--- config.mk ---
export PLATFORM = sky130hd
export DESIGN_NAME = digit_display_ctrl
export DESIGN_NICKNAME = d
export VERILOG_FILES = /design/src/rtl/display_pkg.sv /design/src/rtl/digit_region_map.sv /design/src/rtl/digit_display_ctrl.sv
export SDC_FILE = /design/constraint.sdc
export NUM_CORES = 1
export LEC_CHECK = 0
export ABC_AREA = 1
export CORE_ASPECT_RATIO = 1.4
export CORE_MARGIN = 5
export CORE_UTILIZATION = 28
export DETAILED_ROUTE_END_ITERATION = 7
export GPL_TIMING_DRIVEN = 0
export PLACE_DENSITY = 0.64
export SETUP_SLACK_MARGIN = 0.5
export SLEW_MARGIN = 20
export SYNTH_ARGS = -nofsm -noshare
export SYNTH_HDL_FRONTEND = slang
export SYNTH_SLANG_ARGS = --single-unit
--- constraint.sdc ---
create_clock -name clk -period 1.66 [get_ports clk]
set_clock_uncertainty 0.05 [all_clocks]
set_input_delay 0.332 -clock clk [delete_from_list [all_inputs] [get_ports clk]]
set_output_delay 0.332 -clock clk [all_outputs]
set_load 0.1 [all_outputs]
--- src/rtl/display_pkg.sv ---
// Shared types and constants for the digit readout: glyph geometry, colour
// codes and the value-update state encoding.
package display_pkg;

  localparam int GLYPH_W = 8;
  localparam int GLYPH_H = 16;

  typedef logic [5:0] rgb_t;
  typedef logic [3:0] bcd_t;

  localparam rgb_t COLOR_BG    = 6'b111111;
  localparam rgb_t COLOR_BLANK = 6'b000000;

  typedef enum logic {
    ST_IDLE    = 1'b0,
    ST_PENDING = 1'b1
  } upd_state_t;

  // Codes above 9 have no glyph and render as background
  function automatic logic is_digit(input bcd_t code);
    return (code <= 4'd9);
  endfunction

endpackage

--- src/rtl/digit_region_map.sv ---
// Combinational map from beam coordinate to {in_win, slot, glyph col, glyph row}
// for a window of NUM_DIGITS glyph cells magnified by 2^SCALE_LOG2.
module digit_region_map
  import display_pkg::*;
#(
  parameter int NUM_DIGITS = 3,
  parameter int X0         = 256,
  parameter int Y0         = 224,
  parameter int SCALE_LOG2 = 2,
  parameter int SLOT_W     = 2
) (
  input  logic [9:0]        hcount,
  input  logic [9:0]        vcount,
  output logic              in_win,
  output logic [SLOT_W-1:0] slot,
  output logic [2:0]        col,
  output logic [3:0]        row
);

  localparam int GW_LOG2 = $clog2(GLYPH_W);
  localparam int GH_LOG2 = $clog2(GLYPH_H);

  logic [9:0] dx;
  logic [9:0] dy;
  logic [9:0] sx;
  logic [9:0] sy;
  logic [9:0] slot_full;
  logic       in_x;
  logic       in_y;

  // Window bounds are tested on the scaled offsets, so the full offset width feeds the decision
  always_comb begin
    dx        = hcount - 10'(X0);
    dy        = vcount - 10'(Y0);
    sx        = dx >> SCALE_LOG2;
    sy        = dy >> SCALE_LOG2;
    slot_full = sx >> GW_LOG2;
    in_x      = (hcount >= 10'(X0)) && (slot_full < 10'(NUM_DIGITS));
    in_y      = (vcount >= 10'(Y0)) && ((sy >> GH_LOG2) == 10'd0);
    in_win    = in_x && in_y;
    if (in_win) begin
      slot = slot_full[SLOT_W-1:0];
      col  = sx[2:0];
      row  = sy[3:0];
    end else begin
      slot = '0;
      col  = 3'd0;
      row  = 4'd0;
    end
  end

endmodule

--- src/rtl/digit_display_ctrl.sv ---
// Two-stage pixel pipeline drawing a NUM_DIGITS BCD readout from an external glyph ROM bank.
// Optional leading-zero blanking is enabled by defining LEADING_ZERO_BLANK_EN.
module digit_display_ctrl
  import display_pkg::*;
#(
  parameter int NUM_DIGITS = 3,
  parameter int X0         = 256,
  parameter int Y0         = 224,
  parameter int SCALE_LOG2 = 2
) (
  input  logic                    clk,
  input  logic                    reset,
  input  logic [9:0]              hcount,
  input  logic [9:0]              vcount,
  input  logic                    pix_valid,
  input  logic                    frame_start,
  input  logic [4*NUM_DIGITS-1:0] value_bcd,
  input  logic                    value_valid,
  output logic [3:0]              glyph_sel,
  output logic [4:0]              glyph_col,
  output logic [4:0]              glyph_row,
  input  logic [5:0]              glyph_data,
  output logic [5:0]              rgb,
  output logic                    rgb_valid
);

  localparam int SLOT_W = (NUM_DIGITS > 1) ? $clog2(NUM_DIGITS) : 1;
  localparam int VAL_W  = 4 * NUM_DIGITS;

  upd_state_t            state;
  logic [VAL_W-1:0]      pending_val;
  logic [VAL_W-1:0]      shown_val;
  logic [NUM_DIGITS-1:0] blank_mask;
  logic [NUM_DIGITS-1:0] next_blank;

  logic              map_in_win;
  logic [SLOT_W-1:0] map_slot;
  logic [2:0]        map_col;
  logic [3:0]        map_row;
  bcd_t              cur_code;
  logic              cur_blank;

  logic              s1_in_win;
  logic              s1_valid;
  logic              s1_blank;

  digit_region_map #(
    .NUM_DIGITS (NUM_DIGITS),
    .X0         (X0),
    .Y0         (Y0),
    .SCALE_LOG2 (SCALE_LOG2),
    .SLOT_W     (SLOT_W)
  ) u_map (
    .hcount (hcount),
    .vcount (vcount),
    .in_win (map_in_win),
    .slot   (map_slot),
    .col    (map_col),
    .row    (map_row)
  );

`ifdef LEADING_ZERO_BLANK_EN
  logic all_zero;

  // Blank a slot while every more significant slot is zero; the last slot always draws
  always_comb begin
    all_zero   = 1'b1;
    next_blank = '0;
    for (int i = 0; i < NUM_DIGITS; i++) begin
      all_zero = all_zero & (pending_val[VAL_W-1-4*i -: 4] == 4'd0);
      if (i < NUM_DIGITS - 1) begin
        next_blank[i] = all_zero;
      end else begin
        next_blank[i] = 1'b0;
      end
    end
  end
`else
  // Without leading-zero blanking every slot renders its digit
  always_comb begin
    next_blank = '0;
  end
`endif

  // Update FSM: values are staged in pending_val and only swapped in on frame_start
  always_ff @(posedge clk) begin
    if (reset) begin
      state       <= ST_IDLE;
      pending_val <= '0;
      shown_val   <= '0;
      blank_mask  <= '0;
    end else begin
      if (value_valid) begin
        pending_val <= value_bcd;
      end
      case (state)
        ST_IDLE: begin
          if (value_valid) begin
            state <= ST_PENDING;
          end
        end
        ST_PENDING: begin
          if (frame_start) begin
            shown_val  <= pending_val;
            blank_mask <= next_blank;
            if (!value_valid) begin
              state <= ST_IDLE;
            end
          end
        end
        default: state <= ST_IDLE;
      endcase
    end
  end

  // Pick the shown digit and blank flag for the slot under the beam
  always_comb begin
    cur_code  = 4'h0;
    cur_blank = 1'b0;
    for (int i = 0; i < NUM_DIGITS; i++) begin
      if (map_slot == SLOT_W'(i)) begin
        cur_code  = shown_val[VAL_W-1-4*i -: 4];
        cur_blank = blank_mask[i];
      end else begin
        cur_code  = cur_code;
        cur_blank = cur_blank;
      end
    end
  end

  // Stage 1: present ROM address and carry window/valid/blank alongside it
  always_ff @(posedge clk) begin
    if (reset) begin
      glyph_sel <= 4'd0;
      glyph_col <= 5'd0;
      glyph_row <= 5'd0;
      s1_in_win <= 1'b0;
      s1_valid  <= 1'b0;
      s1_blank  <= 1'b0;
    end else begin
      glyph_sel <= map_in_win ? cur_code : 4'd0;
      glyph_col <= {2'b00, map_col};
      glyph_row <= {1'b0, map_row};
      s1_in_win <= map_in_win;
      s1_valid  <= pix_valid;
      s1_blank  <= map_in_win & cur_blank;
    end
  end

  // Stage 2: choose between blanking, background and the ROM colour
  always_ff @(posedge clk) begin
    if (reset) begin
      rgb       <= COLOR_BLANK;
      rgb_valid <= 1'b0;
    end else begin
      rgb_valid <= s1_valid;
      if (!s1_valid) begin
        rgb <= COLOR_BLANK;
      end else if (!s1_in_win || s1_blank || !is_digit(glyph_sel)) begin
        rgb <= COLOR_BG;
      end else begin
        rgb <= glyph_data;
      end
    end
  end

endmodule
==> impl_metrics.ini, run 1 <==
[global_routing]
antenna_found_initial = 0
gr-usage-met3_pct = 4.37
grt_util_met2_pct = 19.3
top_usage_layer = met2
grt_pass1_vias = 1515
grt-ovfl-total = 0
grt_pass1_wl_um = 6590
grt_max_degree = 15
grt_use_total_pct = 10.3
use_met1_pct = 10.1

[logic_synthesis]
synthCells = 223
yosysSeqAreaShare_pct = 52.6
synth.avg_cell_area_um2 = 7.69
yosysWarningCount = 0
ys_ff_latch = 45
synth_area_um2 = 1710
synth_cell_types = 23

[clocking]
clock_path_buffers = 2
h-tree-depth = 2
clkTransAtPathRegs_ps = 80
cts.hold.buffers_added = 0
cts_tree = built
clockRootBuffer = clkbuf_8
cts_sinks = 45
cts_made_buffers = 5
clock_latency_ps = 290

[timing]
rsz0062_at_grt = true
hold_ws_ps = 161
finalHoldViolCount = 0
setup_viol = 0
finalCritPeriodShare_pct = 76.7
fmax_mhz = 786
report.final.slew_viol_count = 0
fin_crit_ps = 1270

[cells_and_area]
layout-drive-gt1-share_pct = 29.2
design_area_um2 = 2770
num-fill-cells = 582
fin_cells = 361
final_common_cell = nand2_1
nNetsFinal = 334
mostFrequentLayoutCells = 69 x nand2_1, 27 x dfxtp_1, 25 x clkdlybuf4s50_1, 24 x a21oi_1, 23 x inv_1
area_delta_synth_final_pct = 61.5
antennaDiodeCount = 0

[routing]
wl_um = 3830
drc_errors = 0
drt_iter0_markers = 22
drtAntennaViolNets = 0
via_per_inst = 4.21
routedWlPerCell_um = 10.6
num_vias = 1519
firstDrtPassIters = 4

[critical_path]
rr_worst_depth = 4
startpoint = vcount[6]
path_class = in -> reg
cp.required_ps = 1840
endpoint = glyph_sel[2]$_SDFF_PP0_
cp-end-kind = register
crit_fanout = 4
cp-start-kind = input pin
rr_endpoint = rgb[2]$_SDFF_PP0_
rrSetupSlack_ps = 650
cp.arrival_ps = 1450
r2r_start = glyph_sel[1]$_SDFF_PP0_

[floorplan]
die_h_um = 103
fp.dieW_um = 76.1
die-area_um2 = 7810
coreArea_um2 = 5900
initial_utilization_pct = 29.0
io_pins = 64
num_rows = 33

[placement]
dpl-instance-area_um2 = 2400
dp_hpwl_um = 2940
placed_cells = 350
port_buffers = 55
gp_congestion = 0.760

[job]
max_cap_viol_count = 0

[min_path]
hold_class = in -> reg
hp-start = vcount[5]

[power]
fin_total_pwr_mw = 2.27
power_leakage_nw = 1.20
power_density_nw_per_um2 = 820
ir_drop_mv = 0.484

[outcome]
outcome = complete, no violations
[cell families after synthesis]
kind of cell,synth area share [%]
AO/OA/AOI/OAI,10.1
adder cells (fa/ha/maj),0.730
buffers and inverters,9.05
flip-flops,52.6
other,0.219
AND/OR/NAND/NOR,27.4
[how the worst min path moves through the flow]
stage | to | slack (ps) | depth (start not counted)
final | glyph_row[3]$_SDFF_PP0_ | 160 | 2
after global routing | glyph_row[3]$_SDFF_PP0_ | 150 | 2
after CTS | glyph_row[3]$_SDFF_PP0_ | 140 | 2
after detailed placement | state$_SDFF_PP0_ | 400 | 2
after global placement | state$_SDFF_PP0_ | 400 | 2
after floorplan | glyph_row[3]$_SDFF_PP0_ | 340 | 1
[critical path: stages]
cell	delay, ps
buf_8	100
ha_4	240
nor2_4	80
nand2_2	70
nor2_4	120
nand3_4	130
nor2_4	140
nand2_1	60
nand2_1	50
nor2_1	50
nor2_2	80
[final cells by class]
cell class / count / area [µm²] / share of cell area [%]
Multi-Input combinational cell: 143 / 716 / 25.9
Tap cell: 70 / 87.6 / 3.16
Inverter: 27 / 106 / 3.84
Timing Repair Buffer: 58 / 752 / 27.2
Clock inverter: 2 / 38.8 / 1.40
Sequential cell: 45 / 928 / 33.5
Buffer: 10 / 66.3 / 2.40
Clock buffer: 6 / 72.6 / 2.62
[flip-flops by register name (all words and copies together) (netlist names)]
| name | cells |
|---|---|
| glyph_col | 3 |
| glyph_row | 4 |
| glyph_sel | 4 |
| pending_val | 12 |
| rgb | 6 |
| rgb_valid | 1 |
| s1_in_win | 1 |
| s1_valid | 1 |
| shown_val | 12 |
| state | 1 |
[through the flow]
stage          setup slack (ps)  TNS, ps  utilization, %
3_3_place_gp               -475    -7610            40.7
2_1_floorplan               262        0               -
5_1_grt                     315        0            46.9
4_1_cts                     337        0            46.0
3_5_place_dp               -496    -8040            40.7
6_report                    387        0            46.9
[routing by layer]
layer  share of wire [%]  routed length [µm]  vias up
li1                    -                   -      810
met1                  37                1430      662
met2                  54                2050       41
met3                 7.4                 285        6
met4                 1.7                  65        0
met5                   0                   0        -
[Yosys cell counts (all sizes together)]
library cell | number | area (µm²)
a211oi | 1 | 7.51
a21oi | 25 | 125
buf | 6 | 36.3
clkbuf | 4 | 15.0
conb | 1 | 3.75
dfxtp | 45 | 901
ha | 1 | 12.5
inv | 27 | 104
nand2 | 74 | 280
nand3 | 7 | 47.6
nand4 | 1 | 6.26
nor2 | 22 | 130
nor3 | 1 | 5.00
o21ai | 8 | 40.0
[repair_timing]
item / 4_1_cts / 5_1_grt
pin swaps: 17 / 7
resized for setup: 192 / 16
endpoints found under the setup margin: 52 / 42
cloned: 1 / 0
buffers inserted: 1 / 1
[where the power goes]
part	internal [mW]	total [mW]	switching, mW
sequential	1.11	1.13	0.0173
clock	0.452	0.811	0.359
combinational	0.149	0.332	0.184
No activity file was read; power rests on OpenSTA's default activity.
==> run 2, diff against run 1 <==
==> constraint.sdc (replaced) <==
create_clock -name clk -period 1.3 [get_ports clk]
set_clock_uncertainty 0.05 [all_clocks]
set_input_delay 0.26 -clock clk [delete_from_list [all_inputs] [get_ports clk]]
set_output_delay 0.26 -clock clk [all_outputs]
set_load 0.1 [all_outputs]
==> run 2 against run 1 <==
Against the previous run:
- count of clock-buffer cells in the layout unchanged
- sequential share of layout area down 1.2 points
- power increased by 23%
- core utilization is 4.0 points higher
- hold slack improved by 10 ps
- via count up 2.9%
- design area increased by 8.5%
- sequential power is 26% higher
- combinational power is 44% higher
- die area is the same
- non-clock buffer count increased by 4
- largest power group unchanged
==> impl_metrics.ini, run 2 (synthesis results as in run 1) <==
[placement]
gp_congestion = 0.795
pre_cts_ws_ps = -779
placed_cells = 350
port_buffers = 55
dp_hpwl_um = 2940
dpl-instance-area_um2 = 2480

[critical_path]
rrSetupSlack_ps = 350
r2r_start = glyph_sel[2]$_SDFF_PP0_
path_class = in -> reg
cp.arrival_ps = 1410
rr_worst_depth = 4
crit_fanout = 4
rr_endpoint = rgb[3]$_SDFF_PP0_
cp-end-kind = register
cp.required_ps = 1480
cp-start-kind = input pin

[global_routing]
grt_pass1_vias = 1538
antenna_found_initial = 0
grt_use_total_pct = 10.3
grt-ovfl-total = 0
grt_max_degree = 15
grt_pass1_wl_um = 6580

[power]
power_density_nw_per_um2 = 929
power_leakage_nw = 1.30
ir_drop_mv = 0.460
fin_total_pwr_mw = 2.79

[floorplan]
die_h_um = 103
coreArea_um2 = 5900
fp.dieW_um = 76.1
io_pins = 64
initial_utilization_pct = 29.0
die-area_um2 = 7810
num_rows = 33

[timing]
fin_crit_ps = 1230
rsz0062_at_grt = true
worst_slack_ps = 66.3
fmax_mhz = 811
report.final.slew_viol_count = 0
setup_viol = 0
fin_setup_tns_ps = 0
finalHoldViolCount = 0
finalCritPeriodShare_pct = 94.9
hold_ws_ps = 171

[cells_and_area]
fin_cells = 365
antennaDiodeCount = 0
layout-drive-gt1-share_pct = 42.7
final_common_cell = nand2_1
final_core_util_pct = 50.8
area_delta_synth_final_pct = 75.1
reg_top3 = pending_val: 12 flops, shown_val: 12 flops, rgb: 6 flops
design_area_um2 = 3000
num-fill-cells = 562
mostFrequentLayoutCells = 57 x nand2_1, 26 x dfxtp_1, 25 x clkdlybuf4s50_1, 22 x inv_1
nNetsFinal = 338

[outcome]
outcome = complete, no violations

[clocking]
h-tree-depth = 2
clock_path_buffers = 2
cts_sinks = 45
clkTransAtPathRegs_ps = 70
cts_made_buffers = 5
cts_tree = built
clockRootBuffer = clkbuf_8
clock_latency_ps = 300

[routing]
drtAntennaViolNets = 0
routedWlPerCell_um = 11.2
drc_errors = 0
drt_iter0_markers = 36
num_vias = 1563
wl_um = 4090
firstDrtPassIters = 4
via_per_inst = 4.28

[min_path]
hp-start = vcount[5]
hold_class = in -> reg
min_to = glyph_row[3]$_SDFF_PP0_
whs_path_depth = 3

[job]
max_cap_viol_count = 0
-- run 2: critical path, cell delays in order --
cell     delay (ps)
buf_8           100
ha_4            240
nor2_4           70
nand2_2          70
nor2_4          130
nand3_4         130
nor2_4          160
nand2_1          60
nand2_1          80
nor2_2           40
nor2_2           60
-- run 2: layout make-up --
type | count | area [µm²] | area share [%]
Timing Repair Buffer | 62 | 793 | 26.4
Clock buffer | 6 | 82.6 | 2.75
Inverter | 27 | 106 | 3.54
Multi-Input combinational cell | 143 | 846 | 28.2
Tap cell | 70 | 87.6 | 2.92
Clock inverter | 2 | 13.8 | 0.459
Sequential cell | 45 | 970 | 32.3
Buffer | 10 | 103 | 3.42
-- run 2: per-layer routing --
| metal | up-vias | share of wire (%) | track usage [%] | wire (µm) |
|---|---|---|---|---|
| li1 | 823 | - | - | - |
| met1 | 690 | 37 | 9.56 | 1500 |
| met2 | 43 | 55 | 19.2 | 2240 |
| met3 | 7 | 5.9 | 4.46 | 243 |
| met4 | 0 | 2.4 | 5.38 | 99 |
| met5 | - | 0 | 0 | 0 |
-- run 2: power breakdown --
group | leakage, nW | switching [mW] | internal [mW]
Clock | 0.0512 | 0.462 | 0.431
Sequential | 0.381 | 0.0290 | 1.39
Combinational | 0.866 | 0.257 | 0.221
-- run 2: how the worst max path moves through the flow --
stage,start,slack (ps),endpoint
3_3_place_gp,vcount[5],-740,glyph_sel[1]$_SDFF_PP0_
5_1_grt,vcount[5],-40,glyph_sel[2]$_SDFF_PP0_
6_report,vcount[5],70,glyph_sel[2]$_SDFF_PP0_
4_1_cts,vcount[6],60,glyph_sel[2]$_SDFF_PP0_
2_1_floorplan,vcount[5],-20,glyph_sel[2]$_SDFF_PP0_
3_5_place_dp,vcount[5],-780,glyph_sel[2]$_SDFF_PP0_
-- run 2: repair_timing --
item                                    4_1_cts  5_1_grt
hold endpoints to repair                      0        0
cloned                                        2        0
resized for setup                           201       47
buffers inserted                              2        3
pin swaps                                    20       17
hold buffers                                  0        0
endpoints found under the setup margin       62       58
